==> src/rtl/ysq_seq.sv <==
// Sequencing controller for the y-square datapath: accepts one operand, squares it
// with a W-cycle shift-add loop, then streams the 2W-bit result as two W-bit beats.
module ysq_seq #(
    parameter int W = 8
) (
    input  logic         clk,
    input  logic         rst,
    input  logic         ena,
    input  logic         in_valid,
    output logic         in_ready,
    input  logic [W-1:0] in_data,
    output logic         out_valid,
    input  logic         out_ready,
    output logic [W-1:0] out_data,
    output logic         out_last,
    output logic         busy
);

    localparam int CW = $clog2(W);

    typedef enum logic [1:0] {
        IDLE,
        CALC,
        OUT_LO,
        OUT_HI
    } state_t;

    state_t         state;
    logic [W-1:0]   mcand;
    logic [W-1:0]   mplier;
    logic [2*W-1:0] acc;
    logic [2*W-1:0] addend;
    logic [2*W-1:0] acc_next;
    logic [CW-1:0]  cnt;

    // Partial product for the current multiplier bit; the final sum fits in 2W bits.
    always_comb begin
        addend = '0;
        if (mplier[cnt]) begin
            addend = {{W{1'b0}}, mcand} << cnt;
        end
        acc_next = acc + addend;
    end

    assign in_ready = ena && (state == IDLE);
    assign busy     = (state != IDLE);

    always_ff @(posedge clk) begin
        if (rst) begin
            state     <= IDLE;
            mcand     <= '0;
            mplier    <= '0;
            acc       <= '0;
            cnt       <= '0;
            out_valid <= 1'b0;
            out_data  <= '0;
            out_last  <= 1'b0;
        end else if (ena) begin
            case (state)
                IDLE: begin
                    if (in_valid) begin
                        mcand  <= in_data;
                        mplier <= in_data;
                        acc    <= '0;
                        cnt    <= '0;
                        state  <= CALC;
                    end
                end
                CALC: begin
                    acc <= acc_next;
                    cnt <= cnt + 1'b1;
                    // Low beat is loaded from the final sum so it is valid on OUT_LO entry.
                    if (cnt == CW'(W - 1)) begin
                        state     <= OUT_LO;
                        out_valid <= 1'b1;
                        out_data  <= acc_next[W-1:0];
                        out_last  <= 1'b0;
                    end
                end
                OUT_LO: begin
                    if (out_ready) begin
                        state    <= OUT_HI;
                        out_data <= acc[2*W-1:W];
                        out_last <= 1'b1;
                    end
                end
                OUT_HI: begin
                    if (out_ready) begin
                        state     <= IDLE;
                        out_valid <= 1'b0;
                        out_data  <= '0;
                        out_last  <= 1'b0;
                    end
                end
                default: state <= IDLE;
            endcase
        end
    end

endmodule

==> config.mk <==
export PLATFORM = sky130hd
export DESIGN_NAME = ysq_seq
export DESIGN_NICKNAME = d
export VERILOG_FILES = /design/src/rtl/ysq_seq.sv
export SDC_FILE = /design/constraint.sdc
export NUM_CORES = 1
export LEC_CHECK = 0
export ABC_AREA = 1
export ABC_CLOCK_PERIOD_IN_PS = 3250
export CAP_MARGIN = 20
export CORE_MARGIN = 1
export CORE_UTILIZATION = 50
export CTS_BUF_LIST = sky130_fd_sc_hd__clkbuf_8
export DETAILED_ROUTE_END_ITERATION = 12
export GPL_TIMING_DRIVEN = 1
export PLACE_DENSITY = 0.67
export SLEW_MARGIN = 10
export SYNTH_ARGS = -nofsm -noshare
export SYNTH_HDL_FRONTEND = slang
export SYNTH_SLANG_ARGS = --single-unit
==> constraint.sdc <==
create_clock -name clk -period 3.25 [get_ports clk]
set_clock_uncertainty 0.2 [all_clocks]
set_input_delay 0.65 -clock clk [delete_from_list [all_inputs] [get_ports clk]]
set_output_delay 0.65 -clock clk [all_outputs]
set_load 0.1 [all_outputs]
======== Word-level counts from Yosys, hierarchy flattened ========
Cells that the tools add are included.
word-level totals
  input port bits ......................... 13
  register bits ........................... 39
  output and inout port bits .............. 12
  logic and storage cells ................. 52
cells by class
  reduce and logical (&&, ||, !) cells .... 11
  order comparisons ....................... 1
  muxes and demuxes ....................... 22
  shift-type cells ........................ 1
  equality and inequality tests ........... 8
  add/sub/neg operators ................... 2
operators with widths
  kind                 number
  $mux 16              2
  $pmux 16 s2          1
  $mux 8               3
  $pmux 8 s3           1
  $add 16x16->16       1
  $shl 8x3->16         1
  $reduce_and 5->1     2
  $mux 2               4
  $ne 2x2->1 const B   4
  $pmux 2 s4           1
  $pmux 3 s2           1
  $reduce_and 3->1     2
  $reduce_bool 2->1    3
  $mux 1               5
  $eq 2x2->1 const B   2
  $lt 3x4->1 const B   1
  $reduce_and 4->1     1
  $add 3x1->3 const B  1
  $bmux 1 s3           1
  $eq 3x3->1 const B   1
  $mux 3               1
  $pmux 1 s3           1
  $reduce_bool 3->1    1
  $eq 2x1->1 const B   1
  other kinds (3)      3

======== Logic depth before layout (Yosys ltp) ========
  depth after elaboration ................. 6
  depth in mapped cells ................... 19

======== Worst setup path after synthesis ========
Ideal clock, no wire load.
  kind .................................... register -> register
  from .................................... register cnt[0]
  to ...................................... register acc[6]
  library setup time ...................... 0.134 ns
  arrival time ............................ 2.187 ns
  period minus slack after synthesis ...... 2.520 ns
  required time ........................... 2.916 ns
  slack ................................... 0.730 ns
  cell stages (with the launch flop) ...... 16
  cell sequence ........................... dfxtp_1 -> buf_2 -> nand2_1 -> nand2_1 -> o21ai_0 -> nand2_2 -> o21ai_0 -> inv_1 -> ha_1 -> nand2_1 -> inv_1 -> nand2_1 -> nand3_1 -> or2_2 -> nand3_1 -> a21oi_1
on the way
  cells in the longest elaborated chain, start to end .. 5
ends and longest elaborated chain
  element                       RTL line  RTL
  start: declaration            34        logic [CW-1:0] cnt;
  start signal: assignment      71        cnt <= cnt + 1'b1;
  $bmux 1 s3                    39        if (mplier[cnt]) begin
  $mux 1 (implied by the code)  39
  $mux 16 *                     39
  $add 16x16->16 *              42        acc_next = acc + addend;
  $pmux 16 s2 *                 59        case (state)
  end signal: assignment        70        acc <= acc_next;
  end: declaration              31        logic [2*W-1:0] acc;
Mark *: on every way between the ends. The rest lies on a longest branch, timed or not. The select of a mux whose other input is x is not followed.
A chain may end at the register's enable or synchronous reset.

======== Worst setup path in the final report ========
  from .................................... register cnt[0]
  to ...................................... register out_data[4]
on the way
  cells in the longest elaborated chain, start to end .. 6
ends and longest elaborated chain
  element                       RTL line  RTL
  $bmux 1 s3                    39
  $mux 1 (implied by the code)  39
  $mux 16                       39
  $add 16x16->16                42
  $mux 8                        73        if (cnt == CW'(W - 1)) begin
  $pmux 8 s3                    59
  end signal: assignment        76        out_data <= acc_next[W-1:0];
  end signal: assignment        83        out_data <= acc[2*W-1:W];
  end: declaration              14        output logic [W-1:0] out_data,
Several ways; a longest one is shown, not always the timed one. The select of a mux whose other input is x is not followed.

==> flow_summary.json <==
{
  "synthFlopType": "dfxtp_1",
  "drt_iter0_drc": 189,
  "drv_cap": 0,
  "die_w_um": 78.61,
  "critical-path-top-delay-family": "adder cells",
  "worst_slew_pin_slew_ps": 576.7,
  "grt_max_degree": 23,
  "yosysTopAreaCell": "dfxtp_1",
  "initial_core_util": 0.5264,
  "globalplace.congestion": 0.8656,
  "cts_tree": "done",
  "slew_headroom": 0.6146,
  "die_area_mm2": 0.006179,
  "maxClockFrequency_mhz": 339.9,
  "endpoint_kind": "flip-flop",
  "p_leak_nw": 1.648,
  "drtAntennaViolNets": 0,
  "hold_slack_ps": 257.7,
  "synthArstFlopShare": 0,
  "fin_nets": 523,
  "critPathMaxStageDelay_ps": 450,
  "crit_chain": "inv_1, nand2_1, nor3_1, ha_1, inv_1, fa_1, o21bai_1, xor2_1, nand2_1, a21oi_1",
  "cts_sinks": 39,
  "cp.arrival_ps": 2970,
  "design.core.area_mm2": 0.005574,
  "synth_cells": 465,
  "syn2layout_area_growth_pct": 12.28,
  "period_share": 0.9053,
  "synth_cell_type_count": 36,
  "finalMaxSlewViolations": 0,
  "drive_above_1_share": 0.08180,
  "synth-edff-count": 0,
  "numCtsBuffers": 5,
  "drc": 0,
  "critical_path_class": "reg2reg",
  "diodes": 0,
  "hold_buffers": 0,
  "synth_seq_cells": 39,
  "cp_data_required_time_ps": 3280,
  "cp_num_buf_inv": 2,
  "antenna_found_initial": 0,
  "first_pass_iters": 4,
  "hold_viol_final": 0,
  "setup_viol": 0,
  "avgViaCountPerCell": 5.250,
  "clk_pin_slew_ps": 100,
  "status": "finished, final reports clean",
  "hold_class": "reg2reg",
  "power_density_mw_per_mm2": 457.7,
  "root_buffer": "clkbuf_8",
  "seq_area_frac_synth": 0.2661,
  "synth.top_cells.by_count": "nand2_1 (124), inv_1 (71), a21oi_1 (46)",
  "vias": 2945,
  "rows": 27,
  "cp_slowest_cell": "fa_1",
  "clk_latency_ps": 300,
  "ys_top_cells_by_area": "dfxtp_1 (27%), nand2_1 (16%), inv_1 (9.1%), ha_1 (9.0%), a21oi_1 (7.8%)",
  "grt_usage": 0.2790,
  "cts_resized": 0,
  "cp-start-kind": "flip-flop",
  "yosysMostFrequentCell": "nand2_1",
  "ir_drop_uv": 308.8,
  "postSynthAreaPerCell_um2": 6.310,
  "wl_per_cell_um": 13.86,
  "drt-total-wl_um": 7774,
  "dpl.hpwl_um": 6036,
  "overflow": 0,
  "die_y_um": 78.61,
  "synth_fp_nets": 500,
  "setup_tns_ps": 0,
  "ctsHtreeMaxLevel": 2,
  "pin_count": 25,
  "grt_first_pass_wirelength_um": 13350,
  "synth_area_mm2": 0.002934,
  "grt_pass1_vias": 2771,
  "cts_setup_buffers": 0,
  "period_needed_ps": 2942,
  "rsz0062_at_grt": "false",
  "fillers": 573,
  "cp_max_fo": 18,
  "port_buffers": 24,
  "yosysWarnings": 0,
  "netlist.area_leader.share": 0.2661,
  "cts_buffer_depth": 2
}
## registers in the layout, summed over array words and instances (netlist names)
signal     flops
cnt            3
acc           16
out_data       8
out_valid      1
state          2
mplier         8
out_last       1
## final timing paths
check	depth (start not counted)	end	slack, ps	start
min reg2reg	2	out_last	260	out_last
min	2	out_last	260	out_last
max reg2reg	10	out_data[4]	310	cnt[0]
max	10	out_data[4]	310	cnt[0]
## logic make-up (layout without fill, tap and decap cells)
logic type / after synthesis / count (layout) / share of synthesized area
AOI/OAI and AO/OA: 103 / 103 / 0.1949
and+or+nand+nor: 209 / 209 / 0.3049
buffers and inverters: 87 / 111 / 0.1228
adders and majority gates: 22 / 22 / 0.09637
xor gates and xnor gates: 5 / 5 / 0.01492
DFF: 39 / 39 / 0.2661
## layout by cell type (no fill, tap or decap), types with 2 or more instances in the layout
cell type	n
nand3_1	21
nand4_1	3
a211oi_1	2
clkinvlp_4	2
xor2_1	5
nor2_1	45
o21ai_0	43
buf_4	16
a21oi_1	46
clkdlybuf4s50_1	12
dfxtp_1	38
inv_1	71
nor3_1	5
a31oi_1	2
ha_1	21
nor2_4	3
nand2_1	124
o21ai_4	2
nand3b_1	3
clkbuf_8	5
## metal layers
layer / up-vias / part of all wire / track usage
met1: 1327 / 0.50 / 0.3895
met5: - / 0 / 0
met3: 7 / 0.050 / 0.04186
met4: 0 / 0.0093 / 0.07222
li1: 1542 / - / -
met2: 69 / 0.44 / 0.4443
## worst register-to-register path: stages (launching register included)
cell and delay [ps]:
dfxtp_2 410, inv_1 150, nand2_1 120, nor3_1 230
ha_1 240, inv_1 60, fa_1 450, o21bai_1 390
xor2_1 340, nand2_1 110, a21oi_1 160
## through the flow
stage	worst slack [ps]	util	cells	area [um^2]	total power, mW
2_1_floorplan	729.9	-	465	2934	1.028
3_3_place_gp	296.2	0.5749	553	3204	1.164
3_5_place_dp	203.4	0.5749	553	3204	1.167
4_1_cts	196.9	0.5908	561	3293	1.514
5_1_grt	46.57	0.5910	561	3294	1.593
6_report	307.8	0.5910	561	3294	1.508
## power by group
group          switching (mW)  internal [mW]  leakage (nW)
combinational           0.439          0.166          1.29
clock                   0.200          0.150        0.0402
sequential             0.0326          0.521         0.318
total                   0.671          0.837          1.65
## layout make-up
type                            instances  area, um^2  area share
Clock inverter                          3       20.02    0.006077
Tap cell                               72       90.09     0.02735
Clock buffer                            5       68.82     0.02089
Timing Repair Buffer                   29       260.3     0.07900
Inverter                               74       280.3     0.08507
Multi-Input combinational cell        339        1793      0.5442
Sequential cell                        39       782.0      0.2374
No activity file was read; power rests on OpenSTA's default activity.
